File: config.mk
export PLATFORM = sky130hd
export DESIGN_NAME = coherence_bus_arbiter
export DESIGN_NICKNAME = d
export VERILOG_FILES = /design/src/rtl/cache_types.sv /design/src/rtl/rr_priority_picker.sv /design/src/rtl/coherence_bus_arbiter.sv
export SDC_FILE = /design/constraint.sdc
export NUM_CORES = 1
export LEC_CHECK = 0
export BUFFER_PORTS_ARGS = -buffer_cell sky130_fd_sc_hd__buf_2
export CORE_ASPECT_RATIO = 0.8
export CORE_MARGIN = 2
export CORE_UTILIZATION = 43
export DETAILED_ROUTE_END_ITERATION = 7
export PLACE_DENSITY = 0.87
export SETUP_SLACK_MARGIN = 0.5
export SKIP_CTS_REPAIR_TIMING = 1
export SYNTH_ARGS = -nofsm -noshare
export SYNTH_HDL_FRONTEND = slang
export SYNTH_SLANG_ARGS = --single-unit
export TNS_END_PERCENT = 5
File: constraint.sdc
create_clock -name clk -period 6.4 [get_ports clk]
set_clock_uncertainty 0.15 [all_clocks]
set_input_delay 0.32 -clock clk [delete_from_list [all_inputs] [get_ports clk]]
set_output_delay 0.32 -clock clk [all_outputs]
set_load 0.01 [all_outputs]
File: src/rtl/cache_types.sv
// Shared cache-coherence types: request-bus message, bus transaction codes
// and the request-bus arbiter state encoding.
package cache_types;

    localparam int SRC_W  = 4;
    localparam int ADDR_W = 32;

    typedef enum logic [1:0] {
        BUS_IDLE = 2'd0,
        BUS_GETS = 2'd1,
        BUS_GETM = 2'd2,
        BUS_PUTM = 2'd3
    } bus_tx_t;

    typedef struct packed {
        logic              valid;
        bus_tx_t           bus_tx;
        logic [SRC_W-1:0]  source;
        logic [ADDR_W-1:0] addr;
    } req_msg_t;

    typedef enum logic [1:0] {
        ARB_IDLE   = 2'd0,
        ARB_BCAST  = 2'd1,
        ARB_LOCKED = 2'd2
    } arb_state_t;

    // Index width for an agent count, never narrower than one bit.
    function automatic int idx_width(input int n);
        return (n > 1) ? $clog2(n) : 1;
    endfunction

endpackage

File: src/rtl/rr_priority_picker.sv
// Round-robin picker: the first requester at or after last_winner+1 (mod
// NUM_AGENTS) wins; reported both one-hot and as an index.
module rr_priority_picker
    import cache_types::*;
#(
    parameter int NUM_AGENTS = 4,
    localparam int IDX_W     = idx_width(NUM_AGENTS)
) (
    input  logic [NUM_AGENTS-1:0] req,
    input  logic [IDX_W-1:0]      last_winner,
    output logic [NUM_AGENTS-1:0] onehot,
    output logic [IDX_W-1:0]      idx,
    output logic                  any
);

    logic [IDX_W-1:0] cand_s;

    // Rotating search over every agent, nearest-after-last-winner first.
    always_comb begin
        onehot = '0;
        idx    = '0;
        any    = 1'b0;
        cand_s = '0;
        for (int i = 1; i <= NUM_AGENTS; i++) begin
            cand_s = IDX_W'((int'(last_winner) + i) % NUM_AGENTS);
            if (!any && req[cand_s]) begin
                any            = 1'b1;
                onehot[cand_s] = 1'b1;
                idx            = cand_s;
            end else begin
                any = any;
            end
        end
    end

endmodule

File: src/rtl/coherence_bus_arbiter.sv
// Request-bus arbiter: round-robin grant, one-cycle broadcast, lock while any
// agent stalls. Define COH_ARB_TIMEOUT_EN for the LOCKED watchdog/timeout_err.
module coherence_bus_arbiter
    import cache_types::*;
#(
    parameter int NUM_AGENTS     = 4,
    parameter int TIMEOUT_CYCLES = 1024,
    localparam int IDX_W         = idx_width(NUM_AGENTS)
) (
    input  logic                  clk,
    input  logic                  rst,
    input  logic [NUM_AGENTS-1:0] agent_req,
    input  req_msg_t [NUM_AGENTS-1:0] agent_tx,
    input  logic [NUM_AGENTS-1:0] agent_busy,
    output logic [NUM_AGENTS-1:0] agent_gnt,
    output req_msg_t              bus_msg,
    output logic [IDX_W-1:0]      bus_owner
`ifdef COH_ARB_TIMEOUT_EN
    ,
    output logic                  timeout_err
`endif
);

    arb_state_t            state_r;
    logic [IDX_W-1:0]      last_winner_r;
    logic [NUM_AGENTS-1:0] pick_onehot_s;
    logic [IDX_W-1:0]      pick_idx_s;
    logic                  pick_any_s;
    logic                  busy_any_s;
    req_msg_t              win_msg_s;

`ifdef COH_ARB_TIMEOUT_EN
    localparam int WD_W = $clog2(TIMEOUT_CYCLES + 1);
    logic [WD_W-1:0] wd_r;
`else
    localparam int timeout_unused = TIMEOUT_CYCLES;
`endif

    rr_priority_picker #(.NUM_AGENTS(NUM_AGENTS)) u_picker (
        .req         (agent_req),
        .last_winner (last_winner_r),
        .onehot      (pick_onehot_s),
        .idx         (pick_idx_s),
        .any         (pick_any_s)
    );

    // Winner's candidate message, stamped with its own index as source.
    always_comb begin
        busy_any_s       = |agent_busy;
        win_msg_s        = agent_tx[pick_idx_s];
        win_msg_s.valid  = 1'b1;
        win_msg_s.source = SRC_W'(pick_idx_s);
    end

    // Arbiter FSM with registered grant, broadcast and owner outputs.
    always_ff @(posedge clk) begin
        if (rst) begin
            state_r       <= ARB_IDLE;
            last_winner_r <= IDX_W'(NUM_AGENTS - 1);
            bus_msg       <= '0;
            agent_gnt     <= '0;
            bus_owner     <= '0;
`ifdef COH_ARB_TIMEOUT_EN
            timeout_err   <= 1'b0;
            wd_r          <= '0;
`endif
        end else begin
            bus_msg   <= '0;
            agent_gnt <= '0;
            case (state_r)
                ARB_IDLE: begin
                    if (!busy_any_s && pick_any_s) begin
                        state_r       <= ARB_BCAST;
                        bus_msg       <= win_msg_s;
                        agent_gnt     <= pick_onehot_s;
                        bus_owner     <= pick_idx_s;
                        last_winner_r <= pick_idx_s;
                    end else begin
                        state_r <= ARB_IDLE;
                    end
                end
                ARB_BCAST: begin
                    state_r <= busy_any_s ? ARB_LOCKED : ARB_IDLE;
                end
                ARB_LOCKED: begin
`ifdef COH_ARB_TIMEOUT_EN
                    if (!busy_any_s) begin
                        state_r <= ARB_IDLE;
                        wd_r    <= '0;
                    end else if (wd_r == WD_W'(TIMEOUT_CYCLES - 1)) begin
                        state_r     <= ARB_IDLE;
                        timeout_err <= 1'b1;
                        wd_r        <= '0;
                    end else begin
                        wd_r <= wd_r + WD_W'(1);
                    end
`else
                    if (!busy_any_s) begin
                        state_r <= ARB_IDLE;
                    end else begin
                        state_r <= ARB_LOCKED;
                    end
`endif
                end
                default: begin
                    state_r <= ARB_IDLE;
                end
            endcase
        end
    end

endmodule

# After elaboration in Yosys (flattened, before gate mapping)

Index checks and enable logic that the tools add are counted.

Register bits: 49
Bits in latches: 0
RAM bits: 0
Bits in read-only memories: 0
Logic and storage cells: 81
Memories: 0

$add $sub $neg: 4
$mul: 0
Divide/modulo/power cells: 0
$lt $le $gt $ge: 9
Equal/unequal tests: 2
Shifts and indexed selects: 0
Mux-type cells: 34
Bitwise gates (word level): 5
Reductions and logical operators: 18

Operators by type and width:

| cell                                                        | count |
|---|---|
| binary-select mux 39 bit (select 2 bit)                     | 1 |
| two-way mux 39 bit                                          | 1 |
| two-way mux 38 bit                                          | 1 |
| two-way mux 4 bit                                           | 4 |
| less-than comparator 2 x 3 -> 1 bit (second input constant) | 5 |
| two-way mux 1 bit                                           | 13 |
| OR 4 bit                                                    | 3 |
| two-way mux 2 bit                                           | 5 |
| binary-select mux 1 bit (select 2 bit)                      | 4 |
| demux 1 bit (select 2 bit)                                  | 4 |
| >= comparator 2 x 1 -> 1 bit (second input constant)        | 4 |
| logical AND 1 bit                                           | 8 |
| adder 2 x 1 -> 2 bit (second input constant)                | 2 |
| adder 2 bit (second input constant)                         | 2 |
| logical NOT 1 bit                                           | 4 |
| case mux 2 bit (2 select lines)                             | 1 |
| OR reduction 2 bit                                          | 2 |
| OR reduction 4 bit                                          | 1 |
| OR reduction 3 bit                                          | 1 |
| equality test 2 x 1 -> 1 bit (second input constant)        | 1 |
| equality test 2 bit (second input constant)                 | 1 |
| logical NOT 2 bit                                           | 1 |
| NOT 1 bit                                                   | 2 |
| AND reduction 2 bit                                         | 1 |

# Longest topological paths before layout

Depth after elaboration: 16
Mapped depth: 12
Depth with buffers taken out: 8

# Cells and area by module

Synthesis repeated with hierarchy kept, for this count alone.

Cell total of the unflattened synthesis: 224
Area, all modules: 2700.1 µm²

By module, submodules not included:

| module                | instances | cells an instance | area an instance (µm²) | sequential area each (µm²) |
|---|---|---|---|---|
| coherence_bus_arbiter | 1         | 156               | 2174.6                 | 940.9 |
| rr_priority_picker    | 1         | 68                | 525.5                  | 0.0 |

# Worst setup path before layout

Ideal clock, no wire load.

Kind: register to register
Start: register last_winner_r[0]
End: register bus_msg[0] (netlist bit)
Arrival time: 2779 ps
Path slack: 3337 ps
Cell stages (with the launch flop): 13
Period minus slack after synthesis: 3063 ps
Path through: dfxtp_1 > buf_2 > inv_1 > ha_1 > mux4_2 > buf_6 > nor3b_1 > a21oi_2 > o41ai_2 > or2_1 > buf_2 > buf_2 > o22ai_1

Word-level cells in the longest chain between the ends: 16

Ends and longest elaborated chain:

| item                                                          | RTL line                    | source |
|---|---|---|
| start, declared                                               | coherence_bus_arbiter.sv:25 | `logic [IDX_W-1:0] last_winner_r;` |
| start signal, assigned                                        | coherence_bus_arbiter.sv:59 | `last_winner_r <= IDX_W'(NUM_AGENTS - 1);` |
| start signal, assigned                                        | coherence_bus_arbiter.sv:77 | `last_winner_r <= pick_idx_s;` |
| branches (longest 16 deep; another with adder 2 x 1 -> 2 bit) | --                          |  |
| end signal, assigned                                          | coherence_bus_arbiter.sv:74 | `bus_msg <= win_msg_s;` |
| end, declared                                                 | coherence_bus_arbiter.sv:16 | `output req_msg_t bus_msg,` |

Several ways; the timed one is not identified. The select of a mux whose other input is x is not followed.
A chain may end at the register's enable or synchronous reset.

# Final worst setup path

Start: register last_winner_r[0]
End: register bus_msg[6] (netlist bit)

Same word-level chain as after synthesis.

==> results.ini <==
[grt]
grt_pass1_wl_um=10400
track_usage_pct=19.0
grt_pass1_vias=2361
antenna_found_initial=0
grt.overflow.total=0
grt_max_degree=71

[min_path]
holdCritPathClass=in -> reg

[critical_path]
crit_start=last_winner_r[0]
worst_ep_required_time_ps=6390
worstSetupEndpoint=bus_msg[6]
r2r_start=last_winner_r[0]
r2r_cells=7
r2r_end=bus_msg[6]
cp_max_fo=70
start_kind=flip-flop
cp.arrival_ps=4190
path_class=reg -> reg
regToRegSetupSlack_ps=2210
cp-end-kind=flip-flop

[logic_synthesis]
synth.cell_area_um2=2650
synth.distinct_cells=36
yosysWarnings=0
avgSynthCellArea_um2=10.5
synthCells=252
yosysSeqAreaShare_pct=35.6
ys_ff_latch=47

[power_and_ir_drop]
switching_share_pct=25.6
seqPwrFrac_pct=44.3
p_int_uw=503
p_sw_uw=174
peakVddDrop_v=0.000101
combPwrFrac_pct=24.7
clockPowerShare_pct=31.0
pwr_density_cell_nw_per_um2=187
leakagePower_uw=0.00210

[final_layout]
drive_gt1_share_pct=48.7
nets=602
final_core_util_pct=61.0
area_delta_synth_final_pct=37.0
fillers=515
antennaDiodeCount=0

[floorplan]
fp-row-count=25
core_um2=5940
dieArea_um2=6800
io_pins=211
fp.dieH_um=74.2
die_w_um=91.7
initial_core_util_pct=44.5

[sta]
finalCriticalPeriod_ps=4190
hold_viol=0
finalSetupViolCount=0
fin_setup_tns_ps=0
maxSlewHeadroom_pct=22.8
rsz0062_at_grt=false
timing.fmax_mhz=239
slew_viol_final=0
fin_crit_sh_pct=65.5
worst_slew_pin_slew_ps=1160

[clock_network]
cts_tree=yes
htree_num_levels=2
clkTransAtPathRegs_ps=90
clockBufferDepth=2
cts_sinks=47
cts_buffers=5
clk_latency_ps=290
clockRootBuffer=clkbuf_8

[route]
ant_nets=0
wl_per_cell_um=13.9
num_vias=2582
first_pass_iters=4
first_iter_violations=77
viasPerCell=5.08
post-route-drc-count=0
routed_wl_um=7050

[placed_design]
hpwl_um=5600
place.gp.congestion=0.867
numPortBuffers=188

[outcome]
status=finished clean

[run]
timing.max_cap.violations=0

metrics by stage:
| stage | hold WS (ps) | setup WS, ps | total power, uW | instance area [um2] | std cells |
|---|---|---|---|---|---|
| after floorplan | 235 | 3340 | 425 | 2650 | 253 |
| after global placement | 328 | 2400 | 466 | 3510 | 500 |
| after detailed placement | 345 | 2260 | 474 | 3510 | 500 |
| after CTS | 93.4 | 2240 | 685 | 3620 | 508 |
| after global routing | 88.4 | 1920 | 714 | 3620 | 508 |
| final | 113 | 2210 | 677 | 3620 | 508 |
power groups by stage:
stage / Clock [uW] / Sequential [uW] / Combinational (uW)
floorplan: 0 / 308 / 117
global placement: 0 / 307 / 160
detailed placement: 0 / 307 / 167
CTS: 218 / 300 / 167
global route: 234 / 301 / 180
finish: 210 / 300 / 167
critical path, cell delays in order (launching register included):
cell and delay (ps):
dfxtp_1 750, inv_1 290, ha_1 510, mux4_2 670
nor2_1 230, mux2_4 940, mux2i_1 300, o22ai_1 110
area by class of cell:
cell class / instances / area [um2] / share of cell area, %
repair buffers: 190 / 956 / 26.4
clock buffers: 5 / 68.8 / 1.90
flip-flops and latches: 47 / 941 / 26.0
inverters: 7 / 26.3 / 0.725
multi-input cells: 175 / 1490 / 41.0
well taps: 81 / 101 / 2.80
clock inverters: 3 / 43.8 / 1.21
synthesized netlist by cell type, drive strengths merged:
master / n / share of area [%]
o41ai: 1 / 0.61
o211ai: 1 / 0.28
mux4: 3 / 2.6
a221oi: 4 / 1.3
conb: 1 / 0.14
a211oi: 1 / 0.47
buf: 20 / 6.8
clkbuf: 4 / 0.57
mux2i: 71 / 27
a21oi: 2 / 0.52
nor4: 2 / 0.47
nand2b: 2 / 0.47
nor3: 2 / 0.38
o22ai: 36 / 8.5
mux2: 3 / 1.4
nor3b: 2 / 0.57
inv: 7 / 0.99
dfxtp: 47 / 36
nand3: 1 / 0.19
o21bai: 1 / 0.28
or3: 1 / 0.24
a211o: 1 / 0.33
a32oi: 1 / 0.33
or2: 1 / 0.24
o21ai: 1 / 0.19
nor2: 16 / 2.3
a22oi: 4 / 1.1
ha: 10 / 4.7
nand2: 3 / 0.43
o211a: 1 / 0.38
nor2b: 2 / 0.76
layout by cell type (no fill, tap or decap):
master,synthesis,layout
or2_1,1,1
nand2b_1,2,2
a21oi_1,1,1
dfxtp_1,47,47
nand3_1,1,1
a22oi_1,4,4
ha_1,10,10
nor3_1,2,2
a32oi_1,1,1
mux2_4,1,1
a21oi_2,1,1
a211o_1,1,1
o211ai_1,1,1
o211a_1,1,1
buf_4,2,2
inv_1,7,7
nor3b_1,2,2
bufinv_16,0,1
nor4_1,2,2
clkbuf_8,0,5
clkinv_2,0,1
o22ai_1,36,36
o21bai_1,1,1
mux2_2,2,2
nand2_1,3,3
o41ai_2,1,1
mux4_2,3,3
o21ai_1,1,1
conb_1,1,2
buf_2,6,188
nor2b_4,1,1
clkinv_4,0,1
nor2b_1,1,1
nor2_1,16,16
a211oi_2,1,1
or3_1,1,1
mux2i_1,71,71
a221oi_1,4,4
worst min path at each step:
stage,cells past startpoint,endpoint,from,slack (ps)
floorplan,1,bus_owner[0],rst,230
global placement,2,bus_owner[1],bus_owner[1],330
global route,2,bus_owner[0],rst,90
detailed placement,2,bus_owner[1],bus_owner[1],350
finish,2,bus_owner[0],rst,110
CTS,2,bus_owner[0],rst,90
sequential cells by signal, summed over array words and instances (netlist names):
name and cells:
agent_gnt 4, last_winner_r 2, state_r 2, bus_msg 37, bus_owner 2
cells by family after synthesis:
| group | share of synthesized area (%) |
|---|---|
| mux | 30.8 |
| compound gates | 14.4 |
| flops | 35.6 |
| simple gates | 6.00 |
| buf+inv | 8.37 |
| fa+ha+maj | 4.73 |
| other cells | 0.142 |
per-layer routing:
metal | up-vias | global-route usage [%] | routed length (um)
li1 | 1281 | - | -
met1 | 1176 | 22.0 | 2810
met2 | 121 | 35.9 | 3640
met3 | 4 | 4.36 | 540
met4 | 0 | 5.14 | 47
met5 | - | 0 | 0
Power figures use the tool's default switching activity.
